--- config.mk ---
export PLATFORM = sky130hd
export DESIGN_NAME = shift_rotate_seq_flat
export DESIGN_NICKNAME = d
export VERILOG_FILES = /design/src/rtl/shift_rotate_seq_pkg.sv /design/src/rtl/shift_rotate_seq_if.sv /design/src/rtl/shift_rotate_seq_step1.sv /design/src/rtl/shift_rotate_seq.sv /design/src/flat_wrapper.sv
export SDC_FILE = /design/constraint.sdc
export NUM_CORES = 1
export LEC_CHECK = 0
export BUFFER_PORTS_ARGS = -buffer_cell sky130_fd_sc_hd__buf_2
export CELL_PAD_IN_SITES_DETAIL_PLACEMENT = 0
export CELL_PAD_IN_SITES_GLOBAL_PLACEMENT = 2
export CORE_MARGIN = 2
export CORE_UTILIZATION = 29
export DETAILED_ROUTE_END_ITERATION = 10
export GPL_TIMING_DRIVEN = 0
export PLACE_DENSITY_LB_ADDON = 0.08
export SYNTH_ARGS = -nofsm -noshare
export SYNTH_HDL_FRONTEND = slang
export SYNTH_SLANG_ARGS = --single-unit
--- constraint.sdc ---
create_clock -name clk -period 1.6 [get_ports clk]
set_input_delay 0.24 -clock clk [delete_from_list [all_inputs] [get_ports clk]]
set_output_delay 0.24 -clock clk [all_outputs]
set_load 0.005 [all_outputs]
--- src/rtl/shift_rotate_seq_pkg.sv ---
// Shared encodings for the shift/rotate sequencer: ALU op codes, FSM states, operand widths.
// Optional build macro used by the sequencer: SHIFT_SEQ_SATURATE_EN.
package shift_rotate_seq_pkg;

    localparam int WORD_W = 16;
    localparam int BYTE_W = 8;

    localparam logic [2:0] OP_ROL = 3'b000;
    localparam logic [2:0] OP_ROR = 3'b001;
    localparam logic [2:0] OP_RCL = 3'b010;
    localparam logic [2:0] OP_RCR = 3'b011;
    localparam logic [2:0] OP_SHL = 3'b100;
    localparam logic [2:0] OP_SHR = 3'b101;
    localparam logic [2:0] OP_SAL = 3'b110;
    localparam logic [2:0] OP_SAR = 3'b111;

    typedef enum logic [1:0] {
        IDLE = 2'd0,
        RUN  = 2'd1,
        FIN  = 2'd2
    } state_t;

    // Left-moving ops share CF = old MSB and the MSB^CF overflow rule.
    function automatic logic is_left_op(input logic [2:0] op);
        return (op == OP_ROL) || (op == OP_RCL) || (op == OP_SHL) || (op == OP_SAL);
    endfunction

endpackage

--- src/rtl/shift_rotate_seq_if.sv ---
// Request/response bundle between execution-unit control and the shift/rotate sequencer.
interface shift_rotate_seq_if #(
    parameter int CNT_W = 5
);
    logic             start;
    logic [2:0]       op;
    logic             w;
    logic [15:0]      opA;
    logic [CNT_W-1:0] cnt;
    logic             Cin;
    logic             busy;
    logic             done;
    logic [15:0]      R;
    logic             CF;
    logic             OF;
    logic             flag_upd;

    modport master (
        output start, op, w, opA, cnt, Cin,
        input  busy, done, R, CF, OF, flag_upd
    );

    modport slave (
        input  start, op, w, opA, cnt, Cin,
        output busy, done, R, CF, OF, flag_upd
    );
endinterface

--- src/rtl/shift_rotate_seq_step1.sv ---
// Single-bit shift/rotate step (combinational); byte mode leaves data[15:8] untouched.
import shift_rotate_seq_pkg::*;

module shift_step1 (
    input  logic [15:0] data,
    input  logic        cf,
    input  logic [2:0]  op,
    input  logic        w,
    output logic [15:0] data_next,
    output logic        cf_next,
    output logic        of
);
    logic        msb;
    logic        lsb;
    logic        in_left;
    logic        in_right;
    logic [15:0] shl_v;
    logic [15:0] shr_v;
    logic        res_msb;
    logic        res_msb1;

    always_comb begin
        msb      = w ? data[15] : data[7];
        lsb      = data[0];

        // Bit entering at the vacated end, chosen by op family.
        in_left  = 1'b0;
        in_right = 1'b0;
        case (op)
            OP_ROL:  in_left  = msb;
            OP_RCL:  in_left  = cf;
            OP_ROR:  in_right = lsb;
            OP_RCR:  in_right = cf;
            OP_SAR:  in_right = msb;
            default: begin
                in_left  = 1'b0;
                in_right = 1'b0;
            end
        endcase

        shl_v = w ? {data[14:0], in_left}  : {data[15:8], data[6:0], in_left};
        shr_v = w ? {in_right, data[15:1]} : {data[15:8], in_right, data[7:1]};

        if (is_left_op(op)) begin
            data_next = shl_v;
            cf_next   = msb;
        end else begin
            data_next = shr_v;
            cf_next   = lsb;
        end

        res_msb  = w ? data_next[15] : data_next[7];
        res_msb1 = w ? data_next[14] : data_next[6];

        case (op)
            OP_ROR, OP_RCR: of = res_msb ^ res_msb1;
            OP_SHR:         of = msb;
            OP_SAR:         of = 1'b0;
            default:        of = res_msb ^ cf_next;
        endcase
    end
endmodule

--- src/rtl/shift_rotate_seq.sv ---
// Multi-cycle 8086 shift/rotate sequencer: one bit step per clock, start/busy/done handshake.
// Build macro SHIFT_SEQ_SATURATE_EN: finish SHL/SAL/SHR/SAR with cnt >= width in one RUN cycle.
import shift_rotate_seq_pkg::*;

module shift_rotate_seq #(
    parameter int CNT_W = 5
) (
    input logic              clk,
    input logic              rst,
    shift_rotate_seq_if.slave bus
);
    state_t           state_reg, state_next;
    logic [15:0]      data_reg,  data_next;
    logic             cf_reg,    cf_next;
    logic             of_reg,    of_next;
    logic             fu_reg,    fu_next;
    logic [2:0]       op_reg,    op_next;
    logic             w_reg,     w_next;
    logic [CNT_W-1:0] cnt_reg,   cnt_next;

    logic [15:0]      step_data;
    logic             step_cf;
    logic             step_of;

    shift_step1 u_step (
        .data      (data_reg),
        .cf        (cf_reg),
        .op        (op_reg),
        .w         (w_reg),
        .data_next (step_data),
        .cf_next   (step_cf),
        .of        (step_of)
    );

`ifdef SHIFT_SEQ_SATURATE_EN
    localparam logic [CNT_W-1:0] WORD_CNT = CNT_W'(WORD_W);
    localparam logic [CNT_W-1:0] BYTE_CNT = CNT_W'(BYTE_W);

    logic        sat_reg, sat_next;
    logic        sat_msb;
    logic        sat_exact;
    logic [15:0] sat_data;
    logic        sat_cf;
    logic        sat_of;

    // Closed-form result once every operand bit has been shifted out.
    always_comb begin
        sat_msb   = w_reg ? data_reg[15] : data_reg[7];
        sat_exact = (cnt_reg == (w_reg ? WORD_CNT : BYTE_CNT));
        sat_data  = w_reg ? 16'h0000 : {data_reg[15:8], 8'h00};
        sat_cf    = 1'b0;
        sat_of    = 1'b0;
        case (op_reg)
            OP_SHL, OP_SAL: begin
                sat_cf = sat_exact & data_reg[0];
                sat_of = sat_cf;
            end
            OP_SHR: sat_cf = sat_exact & sat_msb;
            OP_SAR: begin
                sat_data = w_reg ? {16{sat_msb}} : {data_reg[15:8], {8{sat_msb}}};
                sat_cf   = sat_msb;
            end
            default: sat_cf = 1'b0;
        endcase
    end
`endif

    always_comb begin
        state_next = state_reg;
        data_next  = data_reg;
        cf_next    = cf_reg;
        of_next    = of_reg;
        fu_next    = fu_reg;
        op_next    = op_reg;
        w_next     = w_reg;
        cnt_next   = cnt_reg;
`ifdef SHIFT_SEQ_SATURATE_EN
        sat_next   = sat_reg;
`endif
        case (state_reg)
            IDLE: begin
                if (bus.start) begin
                    op_next    = bus.op;
                    w_next     = bus.w;
                    data_next  = bus.opA;
                    cf_next    = bus.Cin;
                    of_next    = 1'b0;
                    fu_next    = (bus.cnt != '0);
                    cnt_next   = bus.cnt;
                    state_next = (bus.cnt == '0) ? FIN : RUN;
`ifdef SHIFT_SEQ_SATURATE_EN
                    sat_next   = bus.op[2] && (bus.cnt >= (bus.w ? WORD_CNT : BYTE_CNT));
`endif
                end
            end
            RUN: begin
`ifdef SHIFT_SEQ_SATURATE_EN
                if (sat_reg) begin
                    data_next  = sat_data;
                    cf_next    = sat_cf;
                    of_next    = sat_of;
                    state_next = FIN;
                end else begin
`else
                begin
`endif
                    data_next = step_data;
                    cf_next   = step_cf;
                    of_next   = step_of;
                    cnt_next  = cnt_reg - 1'b1;
                    if (cnt_reg == CNT_W'(1))
                        state_next = FIN;
                end
            end
            FIN:     state_next = IDLE;
            default: state_next = IDLE;
        endcase
    end

    always_ff @(posedge clk) begin
        if (rst) begin
            state_reg <= IDLE;
            data_reg  <= '0;
            cf_reg    <= 1'b0;
            of_reg    <= 1'b0;
            fu_reg    <= 1'b0;
            op_reg    <= '0;
            w_reg     <= 1'b0;
            cnt_reg   <= '0;
`ifdef SHIFT_SEQ_SATURATE_EN
            sat_reg   <= 1'b0;
`endif
        end else begin
            state_reg <= state_next;
            data_reg  <= data_next;
            cf_reg    <= cf_next;
            of_reg    <= of_next;
            fu_reg    <= fu_next;
            op_reg    <= op_next;
            w_reg     <= w_next;
            cnt_reg   <= cnt_next;
`ifdef SHIFT_SEQ_SATURATE_EN
            sat_reg   <= sat_next;
`endif
        end
    end

    assign bus.busy     = (state_reg == RUN);
    assign bus.done     = (state_reg == FIN);
    assign bus.R        = data_reg;
    assign bus.CF       = cf_reg;
    assign bus.OF       = of_reg;
    assign bus.flag_upd = fu_reg;
endmodule

--- src/flat_wrapper.sv ---
// flat-port wrapper written by rule: the top's interface ports become plain ports
module shift_rotate_seq_flat 
#(
    parameter int CNT_W = 5
)
  (clk, rst, bus_start, bus_op, bus_w, bus_opA, bus_cnt, bus_Cin, bus_busy, bus_done, bus_R, bus_CF, bus_OF, bus_flag_upd);
  shift_rotate_seq_if #(.CNT_W(CNT_W)) bus_i ();
  input logic clk;
  input logic rst;
  input wire logic [$bits(bus_i.start)-1:0] bus_start;
  input wire logic [$bits(bus_i.op)-1:0] bus_op;
  input wire logic [$bits(bus_i.w)-1:0] bus_w;
  input wire logic [$bits(bus_i.opA)-1:0] bus_opA;
  input wire logic [$bits(bus_i.cnt)-1:0] bus_cnt;
  input wire logic [$bits(bus_i.Cin)-1:0] bus_Cin;
  output wire logic [$bits(bus_i.busy)-1:0] bus_busy;
  output wire logic [$bits(bus_i.done)-1:0] bus_done;
  output wire logic [$bits(bus_i.R)-1:0] bus_R;
  output wire logic [$bits(bus_i.CF)-1:0] bus_CF;
  output wire logic [$bits(bus_i.OF)-1:0] bus_OF;
  output wire logic [$bits(bus_i.flag_upd)-1:0] bus_flag_upd;
  assign bus_i.start = bus_start;
  assign bus_i.op = bus_op;
  assign bus_i.w = bus_w;
  assign bus_i.opA = bus_opA;
  assign bus_i.cnt = bus_cnt;
  assign bus_i.Cin = bus_Cin;
  assign bus_busy = bus_i.busy;
  assign bus_done = bus_i.done;
  assign bus_R = bus_i.R;
  assign bus_CF = bus_i.CF;
  assign bus_OF = bus_i.OF;
  assign bus_flag_upd = bus_i.flag_upd;
  shift_rotate_seq #(.CNT_W(CNT_W)) u_core (.clk(clk), .rst(rst), .bus(bus_i));
endmodule
==> impl_metrics.env, run 1 <==
export IMPL_vias=1655
export IMPL_drt_iter0_drc=82
export IMPL_start_util_pct=30.50
export IMPL_cts_root_buffer="clkbuf_8"
export IMPL_status="completed"
export IMPL_core_area_mm2=0.005608
export IMPL_dieArea_mm2=0.006528
export IMPL_synth_area_leaders="dfxtp_1 35%, mux2_2 5.9%, nor2_1 5.5%"
export IMPL_firstDrtPassIters=4
export IMPL_slew_violations=0
export IMPL_leakagePower_nw=0.8928
export IMPL_diodes=0
export IMPL_fin_crit_sh_pct=93.70
export IMPL_routed_wl_um=5214
export IMPL_yosysWarnings=0
export IMPL_finalPower_w=0.002136
export IMPL_drc=0
export IMPL_tritoncts="done"
export IMPL_yosys_cell_types_count=41
export IMPL_fmax_mhz=667.0
export IMPL_fin_hold_ws_ns=0.2032
export IMPL_gp_congestion=0.8128
export IMPL_clk_latency_ns=0.28
export IMPL_rsz0062_at_grt="false"
export IMPL_grt_busiest_layer="met2"
export IMPL_clock_path_buffers=2
export IMPL_relSlewSlack_pct=59.02
export IMPL_vdd_drop_max_uv=271.8
export IMPL_antenna_left=0
export IMPL_required_ns=1.73
export IMPL_hold_class="input pin to flop"
export IMPL_drive_above_1_share_pct=33.85
export IMPL_mostFrequentLayoutCells="53 x buf_2, 29 x dfxtp_1, 25 x nor2_1, 20 x nand2_1"
export IMPL_min_from="bus_op[0]"
export IMPL_wl_per_cell_um=15.70
export IMPL_grt_start_max_net_pins=11
export IMPL_portBuffers=48
export IMPL_hold_viol=0
export IMPL_met3_usage_pct=3.333
export IMPL_finalCriticalPeriod_ns=1.499
export IMPL_clock_skew_ns=0.006970
export IMPL_cp_max_fo=8
export IMPL_clk_pin_slew_ns=0.06
export IMPL_cp_start_kind="flop"
export IMPL_synth_seq_cells=30
export IMPL_netlist_area_mm2=0.001710
export IMPL_antenna_found_initial=0
export IMPL_fp_dieH_um=80.80
export IMPL_endpoint_kind="flop"
export IMPL_synth_top_area_share_pct=35.11
export IMPL_grt_overflow_total=0
export IMPL_drv_cap=0
export IMPL_path_class="flop to flop"
export IMPL_ios=50
export IMPL_areaGrowthSynthToFinish_pct=25.31
export IMPL_worst_ep_arrival_time_ns=1.63
export IMPL_synth_area_per_cell_um2=8.343
export IMPL_grt_pass1_vias=1591
export IMPL_holdBufCountCts=0
export IMPL_via_per_inst=4.985
export IMPL_tightest_slew_ns=0.6146
export IMPL_final_common_cell="buf_2"
export IMPL_grtUsageTotal_pct=16.85
export IMPL_setup_viol=0
export IMPL_synthCells=205
export IMPL_synth_top_area_cell="dfxtp_1"
export IMPL_numCtsBuffers=5
export IMPL_met2_usage_pct=25.25
export IMPL_timing_rr_start="u_core.w_reg$_SDFFE_PP0P_"
export IMPL_die_x_um=80.80
export IMPL_cts_sinks=30
export IMPL_tns_ns=0
export IMPL_num_nets_final=292
export IMPL_dpl_hpwl_um=3856
export IMPL_cts_htree_levels=2
export IMPL_crit_path_start="u_core.w_reg$_SDFFE_PP0P_"
export IMPL_rows=27
export IMPL_nFillCells=623
export IMPL_synth_nets=236
export IMPL_seq_area_frac_synth_pct=35.11
export IMPL_powerDensity_mw_per_mm2=996.5
export IMPL_gr_usage_met1_pct=24.45
export IMPL_largest_reg_flops=16
export IMPL_grt_pass1_wl_um=8314
## stage by stage
stage | cells | utilization (%) | cell area (µm²) | setup slack [ns]
2_1_floorplan | 205 | - | 1710 | 0.2058
3_3_place_gp | 325 | 36.39 | 2041 | -0.00003342
3_5_place_dp | 325 | 36.39 | 2041 | 0.01827
4_1_cts | 331 | 37.88 | 2125 | 0.01332
5_1_grt | 332 | 38.22 | 2143 | 0.001620
6_report | 332 | 38.22 | 2143 | 0.1008
## cells in the mapped netlist (all sizes together)
cell type  count
a21oi         12
clkbuf         7
nand2         20
nor2b          7
nand2b         4
mux2i          4
o21ai         10
o221a          1
o22a           2
and2           1
mux2           9
ha             2
a32oi          1
a2111oi        1
a2bb2oi        1
a222oi         1
a22oi         10
nor3           5
a211oi        17
or4            1
inv            6
o22ai          5
buf            9
or2            2
nand3b         2
nor2          27
a221oi         1
a311oi         4
xnor2          1
nor3b          1
dfxtp         30
o211ai         1
## report_power, final
part	internal (W)	leakage, nW	switching [W]
registers	0.000834	0.249	0.0000962
clock network	0.000331	0.0431	0.000271
logic	0.000283	0.601	0.000321
total	0.00145	0.893	0.000688
## layout make-up
type	count	area [µm²]	share of cell area (%)
flip-flops and latches	30	604.3	28.20
inverters	6	22.52	1.051
well taps	72	90.09	4.203
clock buffers	6	82.58	3.853
repair buffers	49	247.7	11.56
multi-input cells	153	1011	47.17
plain buffers	16	85.08	3.970
## kinds of logic after synthesis
| kind of cell | count (synthesis) | share of synthesized area, % |
|---|---|---|
| simple gates | 70 | 19.24 |
| buf+inv | 22 | 5.926 |
| fa+ha+maj | 2 | 1.463 |
| flops | 30 | 35.11 |
| xor+xnor | 1 | 0.5122 |
| mux | 13 | 8.998 |
| compound gates | 67 | 28.75 |
## worst max-delay path, stage by stage (launching register included)
cell     delay, ns
dfxtp_1       0.31
buf_4         0.16
mux2i_4       0.29
a21oi_1       0.11
or2_1         0.25
o21ai_0       0.15
a21oi_1       0.08
## per-layer routing
layer  routed length [µm]  vias up
met5                    0        -
met4                   57        0
met3                  346        7
met2                 2200       57
met1                 2610      734
li1                     -      857
## what timing repair did
action                     CTS  global route
setup endpoints to repair    1            11
resized for setup            1             8
buffers inserted             0             1
## worst paths after layout
kind / to / slack, ns / cells past startpoint
max: u_core.bus.R[7]$_SDFFE_PP0P_ / 0.10 / 6
min: u_core.op_reg[0]$_SDFFE_PP0P_ / 0.20 / 3
min reg2reg: u_core.cnt_reg[4]$_SDFFE_PP0P_ / 0.48 / 2
max reg2reg: u_core.bus.R[7]$_SDFFE_PP0P_ / 0.10 / 6
(Power assumes the default switching activity.)
==> run 2: changes to the inputs <==
--- a/config.mk
+++ b/config.mk
@@ -9,7 +9,7 @@
 export CELL_PAD_IN_SITES_DETAIL_PLACEMENT = 0
 export CELL_PAD_IN_SITES_GLOBAL_PLACEMENT = 2
 export CORE_MARGIN = 2
-export CORE_UTILIZATION = 29
+export CORE_UTILIZATION = 26
 export DETAILED_ROUTE_END_ITERATION = 10
 export GPL_TIMING_DRIVEN = 0
 export PLACE_DENSITY_LB_ADDON = 0.08
==> constraint.sdc (replaced) <==
create_clock -name clk -period 1.3 [get_ports clk]
set_input_delay 0.195 -clock clk [delete_from_list [all_inputs] [get_ports clk]]
set_output_delay 0.195 -clock clk [all_outputs]
set_load 0.005 [all_outputs]
==> impl_metrics.env, run 2 (synthesis results as in run 1) <==
export IMPL_status="finished, violations left"
export IMPL_violations="negative setup slack"
export IMPL_crit_cells=5
export IMPL_finalCriticalPeriod_ns=1.406
export IMPL_slew_violations=0
export IMPL_layout_area_seq_um2=618.1
export IMPL_tritoncts="done"
export IMPL_crit_buf_inv=0
export IMPL_cp_max_fo=5
export IMPL_drc=0
export IMPL_endpoint_kind="flop"
export IMPL_numCtsBuffers=5
export IMPL_clk_pin_slew_ns=0.07
export IMPL_diodes=0
export IMPL_hold_viol=0
export IMPL_grtUsageTotal_pct=16.89
export IMPL_portBuffers=48
export IMPL_wl_per_cell_um=17.16
export IMPL_holdBufCountCts=0
export IMPL_whs_path_depth=3
export IMPL_relSlewSlack_pct=53.34
export IMPL_reg2regPathDepth=5
export IMPL_vias=1834
export IMPL_rows=29
export IMPL_grt_pass1_vias=1786
export IMPL_via_per_inst=5.080
export IMPL_gp_congestion=0.7357
export IMPL_antenna_found_initial=0
export IMPL_areaGrowthSynthToFinish_pct=50.77
export IMPL_core_area_mm2=0.006350
export IMPL_layout_setup_ws_ns=-0.1059
export IMPL_crit_chain="mux2i_4 > a21oi_2 > or2_1 > o21ai_2 > a2111oi_2"
export IMPL_crit_family="compound AO/OA/AOI/OAI gates"
export IMPL_grt_pass1_wl_um=9459
export IMPL_cts_htree_levels=2
export IMPL_largest_reg_flops=16
export IMPL_timing_rr_start="u_core.w_reg$_SDFFE_PP0P_"
export IMPL_drv_cap=0
export IMPL_setup_viol=10
export IMPL_tightest_slew_ns=0.6998
export IMPL_cts_sinks=30
export IMPL_crit_path_start="u_core.w_reg$_SDFFE_PP0P_"
export IMPL_drive_above_1_share_pct=52.11
export IMPL_leakagePower_nw=1.074
export IMPL_cts_root_buffer="clkbuf_8"
export IMPL_multi_input_area_mm2=0.001157
export IMPL_dpl_hpwl_um=4157
export IMPL_start_util_pct=26.94
export IMPL_antenna_left=0
export IMPL_path_class="flop to flop"
export IMPL_vdd_drop_max_uv=498.1
export IMPL_max_stage_delay_ns=0.37
export IMPL_nFillCells=688
export IMPL_grt_start_max_net_pins=11
export IMPL_num_nets_final=315
export IMPL_mostFrequentLayoutCells="48 x buf_2, 20 x nand2_1, 20 x dfxtp_1, 19 x buf_4, 17 x nor2_1"
export IMPL_fmax_mhz=711.3
export IMPL_final_common_cell="buf_2"
export IMPL_rsz0062_at_grt="true"
export IMPL_dieArea_mm2=0.007243
export IMPL_cp_start_kind="flop"
export IMPL_drt_iter0_drc=68
export IMPL_reg2reg_slack_ns=-0.11
export IMPL_clk_latency_ns=0.28
export IMPL_firstDrtPassIters=4
export IMPL_min_from="bus_op[0]"
export IMPL_fin_crit_sh_pct=108.1
export IMPL_routed_wl_um=6193
export IMPL_hold_class="input pin to flop"
export IMPL_die_x_um=85.11
export IMPL_slowest_stage="dfxtp_4"
export IMPL_fin_hold_ws_ns=0.1391
export IMPL_placed_cell_area_mm2=0.002064
export IMPL_powerDensity_mw_per_mm2=1138
export IMPL_grt_overflow_total=0
export IMPL_clock_path_buffers=2
export IMPL_required_ns=1.48
export IMPL_fp_dieH_um=85.11
export IMPL_final_area_mm2=0.002579
export IMPL_ios=50
export IMPL_worst_ep_arrival_time_ns=1.58
export IMPL_clock_skew_ns=0.004429
run 2: cell count changes in the layout (fill, tap and decap cells not counted), moves of 5 or more:
| cell | before | now |
|---|---|---|
| buf_6 | 1 | 13 |
| buf_2 | 53 | 48 |
| dfxtp_1 | 29 | 20 |
| buf_4 | 3 | 19 |
| nor2_1 | 25 | 17 |
| nor2_2 | 1 | 6 |
| dfxtp_2 | 0 | 8 |
run 2: cell type report:
cell class / count / share of cell area (%)
flip-flops and latches: 30 / 23.97
well taps: 77 / 3.736
plain buffers: 14 / 4.464
inverters: 6 / 0.9704
clock buffers: 7 / 2.960
repair buffers: 74 / 19.02
multi-input cells: 153 / 44.88
run 2: power breakdown:
group	switching [W]	total [W]	internal, W
Clock	0.000366	0.000734	0.000369
Sequential	0.000146	0.00118	0.00103
Combinational	0.000487	0.00102	0.000537
run 2: per-stage QoR:
| step | instances | utilization [%] | power, W | worst slack, ns | setup TNS [ns] |
|---|---|---|---|---|---|
| 2_1_floorplan | 205 | - | 0.001645 | -0.01445 | -0.02542 |
| 3_3_place_gp | 330 | 32.51 | 0.001930 | -0.3095 | -5.409 |
| 3_5_place_dp | 330 | 32.51 | 0.001928 | -0.2868 | -4.963 |
| 4_1_cts | 351 | 37.30 | 0.002804 | -0.09570 | -0.4872 |
| 5_1_grt | 361 | 40.61 | 0.003144 | -0.2116 | -1.651 |
| 6_report | 361 | 40.61 | 0.002935 | -0.1059 | -0.6285 |
run 2: tightest hold or removal path: cells and delay by family:
family	cells	cell delay [ns]
AND/OR/NAND/NOR	1	0.04
AO/OA/AOI/OAI	1	0.05
buffers and inverters	1	0.09
run 2: worst paths after layout:
check,end
max,u_core.bus.R[15]$_SDFFE_PP0P_
min,u_core.op_reg[0]$_SDFFE_PP0P_
max reg2reg,u_core.bus.R[15]$_SDFFE_PP0P_
min reg2reg,u_core.cnt_reg[4]$_SDFFE_PP0P_
run 2: repair_timing:
item / CTS / global route
endpoints found under the setup margin: 32 / 28
resized for setup: 32 / 42
setup buffers: 15 / 10
cloned: 0 / 1
pin swaps: 8 / 21
run 2: layer usage:
metal	vias up	routed length (µm)	global-route usage [%]
met5	-	0	0
met4	0	114	4.040
met3	9	278	4.280
met2	48	2828	25.78
met1	875	2972	23.89
li1	902	-	-
==> run 3: changes to the inputs <==
--- a/config.mk
+++ b/config.mk
@@ -13,6 +13,7 @@
 export DETAILED_ROUTE_END_ITERATION = 10
 export GPL_TIMING_DRIVEN = 0
 export PLACE_DENSITY_LB_ADDON = 0.08
+export RECOVER_POWER = 50
 export SYNTH_ARGS = -nofsm -noshare
 export SYNTH_HDL_FRONTEND = slang
 export SYNTH_SLANG_ARGS = --single-unit
==> impl_metrics.env, run 3 (synthesis results as in run 1) <==
export IMPL_clock_skew_ns=0.004760
export IMPL_powerDensity_mw_per_mm2=1142
export IMPL_routed_wl_um=6190
export IMPL_tritoncts="done"
export IMPL_crit_cells=5
export IMPL_crit_buf_inv=0
export IMPL_largest_reg_flops=16
export IMPL_diodes=0
export IMPL_cp_max_fo=5
export IMPL_drive_above_1_share_pct=50.35
export IMPL_min_from="bus_op[2]"
export IMPL_clock_path_buffers=2
export IMPL_mostFrequentLayoutCells="44 x buf_2, 21 x dfxtp_1, 20 x nand2_1, 19 x buf_4, 17 x nor2_1"
export IMPL_antenna_left=0
export IMPL_vias=1847
export IMPL_antenna_found_initial=0
export IMPL_fmax_mhz=712.5
export IMPL_slowest_stage="dfxtp_4"
export IMPL_reg2regPathDepth=5
export IMPL_via_per_inst=5.116
export IMPL_finalPower_w=0.002936
export IMPL_path_class="flop to flop"
export IMPL_fin_crit_sh_pct=108.0
export IMPL_vdd_drop_max_uv=497.8
export IMPL_required_ns=1.48
export IMPL_worst_ep_arrival_time_ns=1.59
export IMPL_final_util_pct=40.51
export IMPL_violations="negative setup slack"
export IMPL_holdBufCountCts=0
export IMPL_endpoint_kind="flop"
export IMPL_hold_class="input pin to flop"
export IMPL_grt_start_max_net_pins=11
export IMPL_hold_viol=0
export IMPL_dieArea_mm2=0.007243
export IMPL_grt_pass1_vias=1786
export IMPL_drc=0
export IMPL_clk_pin_slew_ns=0.07
export IMPL_slew_violations=0
export IMPL_numCtsBuffers=5
export IMPL_topRoutingLayerUsed="met4"
export IMPL_wl_met3_um=312
export IMPL_cts_sinks=30
export IMPL_nFillCells=690
export IMPL_num_nets_final=315
export IMPL_core_area_mm2=0.006350
export IMPL_setup_viol=10
export IMPL_finalCriticalPeriod_ns=1.404
export IMPL_cts_root_buffer="clkbuf_8"
export IMPL_cts_htree_levels=2
export IMPL_ios=50
export IMPL_met1Wirelength_um=2943
export IMPL_areaGrowthSynthToFinish_pct=50.40
export IMPL_timing_rr_start="u_core.w_reg$_SDFFE_PP0P_"
export IMPL_die_x_um=85.11
export IMPL_rows=29
export IMPL_relSlewSlack_pct=53.31
export IMPL_final_common_cell="buf_2"
export IMPL_start_util_pct=26.94
export IMPL_grt_overflow_total=0
export IMPL_crit_family="compound AO/OA/AOI/OAI gates"
export IMPL_crit_chain="mux2i_4 > a21oi_2 > or2_1 > o21ai_2 > a2111oi_2"
export IMPL_clk_latency_ns=0.29
export IMPL_whs_path_depth=3
export IMPL_crit_path_start="u_core.w_reg$_SDFFE_PP0P_"
export IMPL_grt_pass1_wl_um=9459
export IMPL_portBuffers=48
export IMPL_drv_cap=0
export IMPL_firstDrtPassIters=4
export IMPL_tightest_slew_ns=0.7003
export IMPL_status="finished, violations left"
export IMPL_cp_start_kind="flop"
export IMPL_dpl_hpwl_um=4157
export IMPL_rsz0062_at_grt="true"
export IMPL_wl_per_cell_um=17.15
export IMPL_tns_ns=-0.6151
export IMPL_leakagePower_nw=1.058
export IMPL_fp_dieH_um=85.11
export IMPL_grtUsageTotal_pct=16.89
export IMPL_drt_iter0_drc=93
export IMPL_gp_congestion=0.7357
export IMPL_route_met2_wl_um=2865
export IMPL_layout_setup_ws_ns=-0.1035
export IMPL_max_stage_delay_ns=0.37
[run 3: cell types whose count changed in the layout (fill, tap and decap cells not counted)]
cell	previous run	this run
buf_2	48	44
clkbuf_1	5	9
dfxtp_1	20	21
dfxtp_2	8	7
[run 3: stage by stage]
step | cell area, µm² | hold slack [ns] | worst slack (ns) | std cells
finish | 2572 | 0.1383 | -0.1035 | 361
global placement | 2064 | 0.4420 | -0.3095 | 330
detailed placement | 2064 | 0.4491 | -0.2868 | 330
CTS | 2369 | 0.1380 | -0.09570 | 351
floorplan | 1728 | 0.3234 | -0.01445 | 205
global route | 2572 | 0.1402 | -0.2116 | 361
[run 3: power breakdown]
part / leakage (nW) / internal, W / switching, W
Sequential: 0.252 / 0.00103 / 0.000146
Clock: 0.0383 / 0.000369 / 0.000371
Combinational: 0.768 / 0.000534 / 0.000487
[run 3: what timing repair did]
action,in CTS,in global routing
buffers inserted,15,10
resized for setup,32,42
pin swaps,8,21
cloned,0,1
setup endpoints to repair,32,28
[run 3: path summary, 6_finish.rpt]
path | end | slack [ns]
max | u_core.bus.R[15]$_SDFFE_PP0P_ | -0.10
min | u_core.op_reg[2]$_SDFFE_PP0P_ | 0.14
max reg2reg | u_core.bus.R[15]$_SDFFE_PP0P_ | -0.10
min reg2reg | u_core.cnt_reg[4]$_SDFFE_PP0P_ | 0.49
[run 3: tightest hold or removal path: cells and delay by family]
family,cells,cell delay (ns)
AO/OA/AOI/OAI,1,0.05
buffers and inverters,1,0.10
AND/OR/NAND/NOR,1,0.05
[run 3: final cells by class]
class	instances	area (µm²)	share of cell area, %
plain buffers	14	115.1	4.475
multi-input cells	153	1157	44.99
repair buffers	74	485.5	18.87
well taps	77	96.34	3.745
clock buffers	7	76.32	2.967
flip-flops and latches	30	616.8	23.98
inverters	6	25.02	0.9728
[run 3: layer usage]
layer  vias up  GRT usage (%)
met5         -              0
met4         0          4.040
met3         6          4.280
met2        52          25.78
met1       887          23.89
li1        902              -
